`config.mk`:
```
export PLATFORM = sky130hd
export DESIGN_NAME = icache_rr_bin_arbiter
export DESIGN_NICKNAME = d
export VERILOG_FILES = /design/src/rtl/icache_rr_bin_arbiter.sv
export SDC_FILE = /design/constraint.sdc
export NUM_CORES = 1
export LEC_CHECK = 0
export CORE_AREA = 2 2 39 41
export CTS_CLUSTER_SIZE = 28
export DETAILED_ROUTE_END_ITERATION = 8
export DIE_AREA = 0 0 41 43
export GPL_TIMING_DRIVEN = 1
export PLACE_DENSITY = 0.5
export SYNTH_ARGS = -nofsm -noshare
export SYNTH_HDL_FRONTEND = slang
export SYNTH_SLANG_ARGS = --single-unit
```
`constraint.sdc`:
```
create_clock -name clk -period 3.61 [get_ports clk]
set_clock_uncertainty 0.05 [all_clocks]
set_input_delay 0.361 -clock clk [delete_from_list [all_inputs] [get_ports clk]]
set_output_delay 0.361 -clock clk [all_outputs]
set_load 0.005 [all_outputs]
```
`src/rtl/icache_rr_bin_arbiter.sv`:
```
// Round-robin pick of one requester as a binary index; 0-cycle request-to-index, pointer advances one edge after grant.
// Backpressure: gnt_i low locks the chosen index until a grant; gnt_i never feeds req_o/idx_o combinationally.
module icache_rr_bin_arbiter #(
    parameter int N_REQ     = 4,
    parameter int BIN_WIDTH = 2
) (
    input  logic                 clk,
    input  logic                 rst_n,
    input  logic [N_REQ-1:0]     req_i,
    input  logic                 flush_i,
    input  logic                 gnt_i,
    output logic                 req_o,
    output logic [BIN_WIDTH-1:0] idx_o
);

    localparam logic [BIN_WIDTH-1:0] LAST_IDX = BIN_WIDTH'(N_REQ - 1);

    logic [BIN_WIDTH-1:0] rr_q;
    logic                 lock_q;
    logic [BIN_WIDTH-1:0] idx_q;

    logic                 search_hit;
    logic [BIN_WIDTH-1:0] search_idx;
    logic [BIN_WIDTH-1:0] winner;
    logic [BIN_WIDTH-1:0] rr_nxt;
    logic                 xfer;
    logic                 stall;

    // rr_q is always below N_REQ, so one subtraction is enough to wrap.
    always_comb begin
        int cand;
        search_hit = 1'b0;
        search_idx = '0;
        cand       = 0;
        for (int k = 0; k < N_REQ; k++) begin
            cand = int'(rr_q) + k;
            if (cand >= N_REQ) begin
                cand = cand - N_REQ;
            end
            if (!search_hit && req_i[cand]) begin
                search_hit = 1'b1;
                search_idx = BIN_WIDTH'(cand);
            end
        end
    end

    always_comb begin
        req_o  = lock_q | (|req_i);
        winner = lock_q ? idx_q : search_idx;
        idx_o  = req_o ? winner : '0;
        xfer   = req_o & gnt_i;
        stall  = req_o & ~gnt_i;
        rr_nxt = (idx_o == LAST_IDX) ? '0 : idx_o + BIN_WIDTH'(1);
    end

    always_ff @(posedge clk or negedge rst_n) begin
        if (!rst_n) begin
            rr_q   <= '0;
            lock_q <= 1'b0;
            idx_q  <= '0;
        end else if (flush_i) begin
            rr_q   <= '0;
            lock_q <= 1'b0;
        end else if (xfer) begin
            rr_q   <= rr_nxt;
            lock_q <= 1'b0;
        end else if (stall) begin
            lock_q <= 1'b1;
            idx_q  <= idx_o;
        end
    end

endmodule

```
# Yosys cells after proc, flatten, opt, wreduce, memory -nomap -nowiden

Cells that the tools add are included.

Register bits: 5
Bits of input ports: 8
Output and inout port bits: 3
Word-level logic and storage cells: 67

$add $sub $neg: 8
$lt $le $gt $ge: 8
Equal/unequal tests: 1
Multiplexer cells: 31
Bitwise gates (word level): 6
Reductions and logical operators: 10

Operator list:

| kind                | number |
|---|---|
| $lt 32x4->1 const B | 4 |
| $mux 32             | 4 |
| $mux 2              | 9 |
| $mux 1              | 14 |
| $sub 3x3->4 const B | 3 |
| $ge 3x3->1 const B  | 3 |
| $bmux 1 s2          | 4 |
| $add 2x2->3 const B | 2 |
| $reduce_or 4->1     | 1 |
| $sub 2x3->4 const B | 1 |
| $add 2x1->3 const B | 1 |
| $ge 2x3->1 const B  | 1 |
| $logic_and 1x1->1   | 3 |
| $logic_not 1->1     | 3 |
| $not 1->1           | 3 |
| $reduce_and 3->1    | 1 |
| $reduce_bool 3->1   | 1 |
| $add 2x1->2 const B | 1 |
| $and 1x1->1         | 2 |
| $eq 2x2->1 const B  | 1 |
| $reduce_bool 2->1   | 1 |
| $or 1x1->1          | 1 |

# Logic depth before layout (Yosys ltp)

Gate-level depths: netlist (run 1).

Depth after elaboration: 21
Mapped depth: 5
Depth with buffers taken out: 5

# Worst setup path after synthesis (run 1)

No wires, ideal clock.

Path kind: flip-flop to output port
Start: reg rr_q[0]
End: out idx_o[1]
Arrival time: 1.321 ns
Data required time: 3.199 ns
Setup slack: 1.878 ns
Cell stages (with the launch flop): 5
Buffers on the path: 0
Cell sequence: dfrtp_1 -> or3b_1 -> a211o_1 -> o2111ai_1 -> and2_4

Word-level cells in the longest chain between the ends: 17
Elaborated cells on any way between the ends: 42
Classes of those cells: add/sub: 7; order compare: 4; mux: 25; reduce/logical: 6

RTL lines:

| item                                                 | RTL line | RTL |
|---|---|---|
| start: declaration                                   | 18       | `logic [BIN_WIDTH-1:0] rr_q;` |
| start signal: assignment                             | 65       | `rr_q <= rr_nxt;` |
| branches (longest 14 deep; another with $sub 3x3->4) | -        |  |
| $mux 2 (*)                                           | 40       | `if (!search_hit && req_i[cand]) begin` |
| $mux 2 (*)                                           | 49       | `winner = lock_q ? idx_q : search_idx;` |
| $mux 2 (*)                                           | 50       | `idx_o = req_o ? winner : '0;` |
| end: declaration                                     | 13       | `output logic [BIN_WIDTH-1:0] idx_o` |

Mark *: on every way between the ends. The select of a mux whose other input is x is not followed.

# Final worst setup path (run 1)

Start: in req_i[3]
End: out idx_o[1]

Word-level cells in the longest chain between the ends: 15
Elaborated cells on any way between the ends: 29
Classes of those cells: mux: 21; bitwise: 1; reduce/logical: 7

RTL lines:

| item                                      | RTL line | RTL |
|---|---|---|
| start: declaration                        | 9        | `input logic [N_REQ-1:0] req_i,` |
| $bmux 1 s2                                | 40       |  |
| $mux 1 (not written as such) (2 in a row) | 40       |  |
| $mux 1                                    | 40       |  |
| $logic_not 1->1                           | 40       |  |
| $logic_and 1x1->1                         | 40       |  |
| $mux 1                                    | 40       |  |
| $logic_not 1->1                           | 40       |  |
| $logic_and 1x1->1                         | 40       |  |
| $mux 1                                    | 40       |  |
| $logic_not 1->1                           | 40       |  |
| $logic_and 1x1->1                         | 40       |  |
| $mux 2                                    | 40       |  |
| $mux 2                                    | 49       |  |
| $mux 2 (*)                                | 50       |  |

Mark *: on every way between the ends. The rest lies on a longest branch, timed or not. The select of a mux whose other input is x is not followed.

==> metrics.yaml, run 1 <==
critPathLaunch: "req_i[3]"
tns_ns: 0
cts_tree: "yes"
dp_cells: 66
syn_inst: 40
rows: 14
portBuffers: 10
final-hold-violation-count: 0
met1_length_um: 398
powerDensity_nw_per_um2: 384.9
drive_gt1_frac: 0.1667
vias: 334
grt_start_max_net_pins: 8
syn-num-nets: 48
cts_resized: 0
syn_to_final_growth_pct: 40.77
fin_crit_ns: 2.754
wl_per_cell_um: 11.64
grt_antenna_before_repair: 0
hold_buffers: 0
outcome: "completed"
drt_pre_antenna_iters: 1
root_buffer: "clkbuf_4"
dieHeight_um: 43
synth_edf_count: 0
hold_class: "in2async"
drtIter0Drc: 0
drc_errors: 0
die_w_um: 41
max_freq_ghz: 0.3631
r2r_cells: 5
ant_nets: 0
setup_violations: 0
clk_latency_ns: 0.23
worst_pin_slew_ns: 0.6602
start_util: 0.2595
fill_cells: 151
rsz0062_at_grt: "false"
first_global_vias: 345
h-tree-depth: 1
cp_common_cell: "clkdlybuf4s50_1"
drv_cap: 0
worstSetupPathType: "in2out"
synthArstFlopShare: 1.000
final_common_cell: "clkdlybuf4s50_1"
vdd_drop_max_mv: 0.2048
power_w: 0.0001946
via_per_inst: 4.771
wl_um: 815
cp.required_ns: 3.20
grt_util_all_layers: 0.1092
diodes: 0
gp_congestion: 0.6742
maxSlewHeadroom: 0.5541
final_cells: 70
cts_setup_buffers: 0
cts.clk_slew.worst_paths_ns: 0.04
fin_crit_sh: 0.7630
cts_buffers: 3
netlist_area_um2: 359.1
ys_seq_area_frac: 0.3484
startpoint_type: "input port"
nets: 63
final_cell_mix: "clkdlybuf4s50_1 (10), nand2_1 (5), dfrtp_1 (5)"
synth_seq_cells: 5
rrSetupSlack_ns: 1.94
yosysWarnings: 0
io_pins: 11
ys_types: 26
critical_path_arrival_ns: 2.34
r2r-start: "rr_q[0]"
slew_violations: 0
end_kind: "output pin"
hpwl_um: 651.9
path_max_fanout: 4
p_leak_nw: 0.2031
gr-total-overflow: 0
path_cells: "clkdlybuf4s50_1 -> or3b_1 -> a211o_1 -> o2111ai_1 -> and2_4 -> clkdlybuf4s50_1"
core-area_um2: 1384
dr.max_layer_used: "met3"
grt_pass1_wl_mm: 1.317
syn_area_per_cell_um2: 8.977
clockBufferDepth: 2
wl_met2_um: 370
cts_sinks: 5
die_area_um2: 1763
route.met3.wl_um: 47
ys.flop_type: "dfrtp_1"
max_stage_delay_ns: 0.52
slowest_stage: "clkdlybuf4s50_1"
-- stage by stage --
stage	utilization	setup WS, ns	hold WS [ns]	cell area (um^2)
floorplan	-	1.878	0.01541	359.1
global placement	0.3463	0.8629	0.4378	479.2
detailed placement	0.3463	0.8702	0.4368	479.2
CTS	0.3653	0.8581	0.3022	505.5
global route	0.3653	0.7778	0.3112	505.5
finish	0.3653	0.8556	0.3024	505.5
-- registers in the layout (all words and copies together), names as in the netlist --
register	flops
idx_q	2
rr_q	2
lock_q	1
-- worst paths after layout --
check                            to
min in group clk           idx_q[0]
hold reg to reg            idx_q[0]
max in group asynchronous   rr_q[0]
setup / recovery           idx_o[1]
setup reg to reg            rr_q[1]
hold / removal             idx_q[1]
-- cell families after synthesis --
| group | share of synthesized area |
|---|---|
| buffers and inverters | 0.04180 |
| muxes | 0.04180 |
| and+or+nand+nor | 0.3171 |
| DFF | 0.3484 |
| AOI/OAI and AO/OA | 0.2509 |
-- cell type report --
| class | instances | area [um^2] | share of cell area |
|---|---|---|---|
| sequential | 5 | 125.1 | 0.2475 |
| clock buffer | 4 | 26.28 | 0.05198 |
| multi-input combinational | 31 | 219.0 | 0.4332 |
| timing repair buffer | 10 | 100.1 | 0.1980 |
| inverter | 4 | 15.01 | 0.02970 |
| tap | 16 | 20.02 | 0.03960 |
-- power breakdown --
| part | switching (W) | internal, W |
|---|---|---|
| registers | 0.00000784 | 0.0000651 |
| logic | 0.0000245 | 0.0000364 |
| clock network | 0.0000192 | 0.0000415 |
| total | 0.0000515 | 0.000143 |
-- synthesized netlist by cell type, drive strengths merged (2+ instances only) --
master	n	area share
o41ai	2	0.070
dfrtp	5	0.35
a21oi	2	0.028
inv	4	0.042
nand2b	2	0.035
nor2	3	0.031
nand2	6	0.070
-- worst max-delay path, delay by kind of cell --
family                 cells  cell delay (ns)
AOI/OAI and AO/OA          2             0.42
buffers and inverters      2             1.02
and+or+nand+nor            2             0.56
-- layer usage --
layer | track usage | vias to the layer above
li1 | - | 178
met1 | 0.1480 | 146
met2 | 0.1594 | 10
met3 | 0.01571 | 0
met4 | 0.06000 | 0
met5 | 0 | -
Power figures use the tool's default switching activity.
==> inputs of run 2 (changes only) <==
--- a/config.mk
+++ b/config.mk
@@ -10,7 +10,7 @@
 export DETAILED_ROUTE_END_ITERATION = 8
 export DIE_AREA = 0 0 41 43
 export GPL_TIMING_DRIVEN = 1
-export PLACE_DENSITY = 0.5
+export PLACE_DENSITY = 0.52
 export SYNTH_ARGS = -nofsm -noshare
 export SYNTH_HDL_FRONTEND = slang
 export SYNTH_SLANG_ARGS = --single-unit
==> constraint.sdc (replaced) <==
create_clock -name clk -period 2.2 [get_ports clk]
set_clock_uncertainty 0.05 [all_clocks]
set_input_delay 0.22 -clock clk [delete_from_list [all_inputs] [get_ports clk]]
set_output_delay 0.22 -clock clk [all_outputs]
set_load 0.005 [all_outputs]
==> run 2 against run 1 <==
  * Non-clock buffer count grew 5
  * Global-route usage grew 3.1 points
  * Worst hold slack lost 0.16 ns
  * Critical path depth is the same
  * Clock power grew 71%
  * Total power grew 74%
  * Clock-buffer cell count is the same
  * Die area is the same
  * Routed wire length grew 11%
  * Core utilization grew 3.2 points
  * Register-to-register slack lost 1.4 ns
  * Sequential cell count is the same
  * Critical endpoint unchanged
  * Largest cell class unchanged
==> metrics.yaml, run 2 (same netlist as run 1, synthesis figures left out) <==
diodes: 0  # unchanged
start_util: 0.2595  # unchanged
rows: 14  # unchanged
rr_endpoint: "rr_q[1]"  # unchanged
critical_path_arrival_ns: 1.84  # was 2.34 ns
grt_start_max_net_pins: 8  # unchanged
reg_top3: "idx_q: 2 flops, rr_q: 2 flops, lock_q: 1 flops"  # unchanged
clk_latency_ns: 0.24  # was 0.23 ns
cts_buffers: 3  # unchanged
dieHeight_um: 43  # unchanged
drtIter0Drc: 5  # was 0
cp_top_family: "buffers and inverters"  # unchanged
power.share.sequential: 0.349  # was 0.375
setup_violations: 0  # unchanged
final_common_cell: "clkdlybuf4s50_1"  # unchanged
maxSlewHeadroom: 0.8094  # was 0.5541
grt_antenna_before_repair: 0  # unchanged
r2r-start: "rr_q[0]"  # unchanged
portBuffers: 10  # unchanged
cts.clk_slew.worst_paths_ns: 0.04  # about the same
gp_congestion: 0.6983  # was 0.6742
ant_nets: 0  # unchanged
first_global_vias: 380  # was 345
path_max_fanout: 2  # was 4
fin_util: 0.3969  # was 0.3653
comb_power_share: 0.344  # was 0.313
cp.required_ns: 1.93  # was 3.20 ns
cts_setup_buffers: 0  # unchanged
crit_buf_inv: 2  # unchanged
hpwl_um: 681.6  # was 651.9 um
slowest_stage: "clkdlybuf4s50_1"  # unchanged
hold_buffers: 0  # unchanged
final_cell_mix: "clkdlybuf4s50_1 (7), nand2_1 (5), dfrtp_1 (5), buf_4 (5)"  # was clkdlybuf4s50_1 (10), nand2_1 (5), dfrtp_1 (5)
max_freq_ghz: 0.4738
drc_errors: 0  # unchanged
io_pins: 11  # unchanged
startpoint_type: "input port"  # unchanged
switchingPower_w: 0.00009282  # was 0.00005151 W
clockBufferDepth: 2  # unchanged
p_int_w: 0.0002457  # was 0.0001430 W
path_cells: "clkdlybuf4s50_1 -> or3b_1 -> a211o_1 -> o2111ai_2 -> and2_4 -> dlygate4sd2_1"  # was clkdlybuf4s50_1 -> or3b_1 -> a211o_1 -> o2111ai_1 -> and2_4 -> clkdlybuf4s50_1
gr-total-overflow: 0  # unchanged
powerDensity_nw_per_um2: 616.3  # was 384.9 nW/um^2
core-area_um2: 1384  # unchanged
root_buffer: "clkbuf_4"  # unchanged
drv_cap: 0  # unchanged
rrSetupSlack_ns: 0.53  # was 1.94 ns
die_w_um: 41  # unchanged
tns_ns: 0  # unchanged
outcome: "completed"  # unchanged
die_area_um2: 1763  # unchanged
p_leak_nw: 0.2348  # was 0.2031 nW
final-hold-violation-count: 0  # unchanged
grt_pass1_wl_mm: 1.628  # was 1.317 mm
grt_util_all_layers: 0.1403  # was 0.1092
vias: 366  # was 334
cts_sinks: 5  # unchanged
drt_pre_antenna_iters: 4  # was 1
cts_tree: "yes"  # unchanged
placed_area_um2: 516.7  # was 479.2 um^2
vdd_drop_max_mv: 0.3711  # was 0.2048 mV
r2r_cells: 6  # was 5
fin_crit_ns: 2.110
syn_to_final_growth_pct: 52.96  # was 40.77%
end_kind: "output pin"  # unchanged
worstSetupPathType: "in2out"  # unchanged
via_per_inst: 4.880  # was 4.771
h-tree-depth: 1  # unchanged
nets: 68  # was 63
rsz0062_at_grt: "false"  # unchanged
slew_violations: 0  # unchanged
worst_pin_slew_ns: 0.2821  # was 0.6602 ns
fill_cells: 155  # was 151
fin_crit_sh: 0.9593
drive_gt1_frac: 0.2542  # was 0.1667
max_stage_delay_ns: 0.47  # was 0.52 ns
clkPwrFrac: 0.307  # was 0.312
wl_per_cell_um: 12.05  # was 11.64 um
hold_class: "in2async"  # unchanged
wl_um: 904  # was 815 um
p_sw_frac: 0.2742  # was 0.2648
final_area_um2: 549.3  # was 505.5 um^2
run 2: cell types whose count changed in the layout (fill, tap and decap cells not counted):
cell and change:
buf_4 +5, clkdlybuf4s50_1 -3, dlygate4sd2_1 +2, dlymetal6s2s_1 +1, o2111ai_1 -1, o2111ai_2 +1
run 2: per-layer routing:
layer  routed length [um]  track usage  share of wire  vias up
met5                    0            0              0        -
met1                  397       0.1863           0.44      163
li1                     -            -              -      188
met4                    8       0.1000         0.0088        0
met2                  434       0.1906           0.48       13
met3                   63      0.03141          0.070        2
run 2: timing repair:
item / 4_1_cts / 5_1_grt
setup endpoints to repair: 1 / 1
resized for setup: 3 / 1
pin swaps: 1 / 0
run 2: worst max-delay path by stage:
| stage | startpoint | endpoint | slack (ns) | cells after the start |
|---|---|---|---|---|
| after floorplan | rr_q[0] | idx_o[1] | 0.61 | 4 |
| after global placement | req_i[2] | idx_o[1] | -0.21 | 6 |
| after detailed placement | req_i[2] | idx_o[1] | -0.20 | 6 |
| after CTS | req_i[3] | req_o | 0.01 | 5 |
| after global routing | req_i[0] | idx_o[0] | 0.005 | 5 |
| final | req_i[3] | idx_o[1] | 0.09 | 6 |
run 2: final cells by class:
cell class / count / area, um^2 / area share
Multi-Input combinational cell: 31 / 225.2 / 0.4100
Timing Repair Buffer: 15 / 137.6 / 0.2506
Sequential cell: 5 / 125.1 / 0.2278
Clock buffer: 4 / 26.28 / 0.04784
Tap cell: 16 / 20.02 / 0.03645
Inverter: 4 / 15.01 / 0.02733
run 2: power groups by stage:
stage	clock network, W	logic [W]	registers (W)
2_1_floorplan	0	0.0000593	0.000117
3_3_place_gp	0	0.000117	0.000120
3_5_place_dp	0	0.000116	0.000120
4_1_cts	0.000111	0.000117	0.000118
5_1_grt	0.000117	0.000129	0.000120
6_report	0.000104	0.000116	0.000118
run 2: through the flow:
stage / total power [W] / hold WS [ns] / setup WS, ns / instances
after global placement: 0.0002373 / 0.4096 / -0.2142 / 71
final: 0.0003385 / 0.1461 / 0.08957 / 75
after floorplan: 0.0001765 / -0.1256 / 0.6088 / 40
after detailed placement: 0.0002357 / 0.4072 / -0.1964 / 71
after global routing: 0.0003660 / 0.1605 / 0.004944 / 75
after CTS: 0.0003456 / 0.1437 / 0.01417 / 75
==> inputs of run 3 (changes only) <==
--- a/config.mk
+++ b/config.mk
@@ -10,6 +10,7 @@
 export DETAILED_ROUTE_END_ITERATION = 8
 export DIE_AREA = 0 0 41 43
 export GPL_TIMING_DRIVEN = 1
+export MAX_ROUTING_LAYER = met4
 export PLACE_DENSITY = 0.52
 export SYNTH_ARGS = -nofsm -noshare
 export SYNTH_HDL_FRONTEND = slang
==> constraint.sdc (replaced) <==
create_clock -name clk -period 1.9 [get_ports clk]
set_clock_uncertainty 0.05 [all_clocks]
set_input_delay 0.19 -clock clk [delete_from_list [all_inputs] [get_ports clk]]
set_output_delay 0.19 -clock clk [all_outputs]
set_load 0.005 [all_outputs]
==> run 3 against run 2 <==
  * Largest cell class unchanged
  * Core utilization increased by 1.2 points
  * Cell area up 3.0%
  * Register-to-register slack got worse by 0.36 ns
  * Highest routed layer is now met3
  * Clock-buffer cell count is the same
  * Sequential cell count unchanged
  * Critical path type is now reg2out
==> metrics.yaml, run 3 (same netlist as run 1, synthesis figures left out) <==
ant_nets: 0  # unchanged
clockBufferDepth: 2  # unchanged
portBuffers: 10  # unchanged
grtUsageMet3: 0.01571  # was 0.03141
hold_class: "in2async"  # unchanged
io_pins: 11  # unchanged
grt_util_all_layers: 0.1335  # was 0.1403
hold_buffers: 0  # unchanged
wl_um: 916  # was 904 um
critical_path_arrival_ns: 1.59  # was 1.84 ns
cts.clk_slew.worst_paths_ns: 0.04  # about the same
vias: 375  # was 366
grt_start_max_net_pins: 8  # unchanged
end_kind: "output pin"  # unchanged
vdd_drop_max_mv: 0.2917  # was 0.3711 mV
dp_slack_ns: -0.4659  # was -0.1964 ns
cts_sinks: 5  # unchanged
fin_crit_sh: 0.9616
grt_antenna_before_repair: 0  # unchanged
nets: 70  # was 68
busiest_layer: "met2"  # unchanged
cp.required_ns: 1.66  # was 1.93 ns
grt_pass1_wl_mm: 1.538  # was 1.628 mm
die_w_um: 41  # unchanged
gr-usage-met1: 0.1639  # was 0.1863
worstSetupPathType: "reg2out"  # was in2out
final_common_cell: "buf_4"  # was clkdlybuf4s50_1
maxSlewHeadroom: 0.8002  # was 0.8094
gp_congestion: 0.6694  # was 0.6983
drive_gt1_frac: 0.3279  # was 0.2542
drc_errors: 0  # unchanged
wl_per_cell_um: 11.90  # was 12.05 um
use_met2: 0.1906  # unchanged
worst_slack_ns: 0.07289  # was 0.08957 ns
setup_violations: 0  # unchanged
dieHeight_um: 43  # unchanged
first_global_vias: 393  # was 380
reg_top3: "idx_q: 2 flops, rr_q: 2 flops, lock_q: 1 flops"  # unchanged
rrSetupSlack_ns: 0.17  # was 0.53 ns
worst_pin_slew_ns: 0.2959  # was 0.2821 ns
max_stage_delay_ns: 0.37  # was 0.47 ns
final_cell_mix: "buf_4 (7), nand2_1 (5), clkdlybuf4s50_1 (5)"  # was clkdlybuf4s50_1 (7), nand2_1 (5), dfrtp_1 (5), buf_4 (5)
startpoint_type: "flop"  # was input port
drtIter0Drc: 4  # was 5
slew_violations: 0  # unchanged
drv_cap: 0  # unchanged
crit_buf_inv: 1  # was 2
drt_pre_antenna_iters: 2  # was 4
hpwl_um: 702.6  # was 681.6 um
fin_hold_ws_ns: 0.1267  # was 0.1461 ns
core-area_um2: 1384  # unchanged
start_util: 0.2595  # unchanged
syn_to_final_growth_pct: 57.49  # was 52.96%
clk_latency_ns: 0.23  # was 0.24 ns
cp_top_family: "simple AND/OR/NAND/NOR gates"  # was buffers and inverters
path_cells: "or3b_1 -> a211o_1 -> o2111ai_2 -> and2_4 -> buf_6"  # was clkdlybuf4s50_1 -> or3b_1 -> a211o_1 -> o2111ai_2 -> and2_4 -> dlygate4sd2_1
path_max_fanout: 2  # unchanged
die_area_um2: 1763  # unchanged
cts_buffers: 3  # unchanged
rsz0062_at_grt: "false"  # unchanged
outcome: "completed"  # unchanged
fin_util: 0.4087  # was 0.3969
h-tree-depth: 1  # unchanged
via_per_inst: 4.870  # was 4.880
fin_crit_ns: 1.827
final-hold-violation-count: 0  # unchanged
max_freq_ghz: 0.5473
p_leak_nw: 0.2482  # was 0.2348 nW
powerDensity_nw_per_um2: 707.0  # was 616.3 nW/um^2
rows: 14  # unchanged
root_buffer: "clkbuf_4"  # unchanged
cts_tree: "yes"  # unchanged
gr-total-overflow: 0  # unchanged
slowest_stage: "dfrtp_1"  # was clkdlybuf4s50_1
diodes: 0  # unchanged
-- run 3: through the flow --
stage	total power [W]	instances	setup TNS, ns	area, um^2
after floorplan	0.0002044	40	0	359.1
after global placement	0.0002764	72	-1.257	524.3
after detailed placement	0.0002759	72	-1.141	524.3
after CTS	0.0003959	76	0	551.8
after global routing	0.0004282	77	0	565.5
final	0.0003998	77	0	565.5
-- run 3: area by class of cell --
cell class                 count  area, um^2
timing repair buffer          17       150.1
fill                         151       818.3
sequential                     5       126.4
inverter                       4       15.01
clock buffer                   4       26.28
tap                           16       20.02
multi-input combinational     31       227.7
-- run 3: path summary, 6_finish.rpt --
| path | cells after the start | startpoint | endpoint |
|---|---|---|---|
| max in group asynchronous | 1 | rst_n | rr_q[1] |
| worst min register to register | 1 | idx_q[0] | idx_q[0] |
| worst max-delay path | 5 | rr_q[0] | idx_o[1] |
| worst max register to register | 7 | rr_q[0] | rr_q[1] |
| min in group clk | 1 | idx_q[0] | idx_q[0] |
| worst min-delay path | 1 | rst_n | idx_q[1] |
-- run 3: where the power goes --
| group | switching (W) | internal (W) | leakage, nW |
|---|---|---|---|
| sequential | 0.0000133 | 0.000124 | 0.0631 |
| combinational | 0.0000557 | 0.0000886 | 0.170 |
| clock | 0.0000388 | 0.0000791 | 0.0150 |
| total | 0.000108 | 0.000292 | 0.248 |
-- run 3: timing repair --
| item | in CTS | in global routing |
|---|---|---|
| pin swaps | 5 | 1 |
| setup endpoints to repair | 3 | 1 |
| gates resized for setup | 12 | 1 |
| buffers inserted | 0 | 1 |
-- run 3: routing by layer --
layer,vias up,wire length (um)
met4,0,0
li1,190,-
met5,-,0
met1,176,430
met3,0,34
met2,9,450
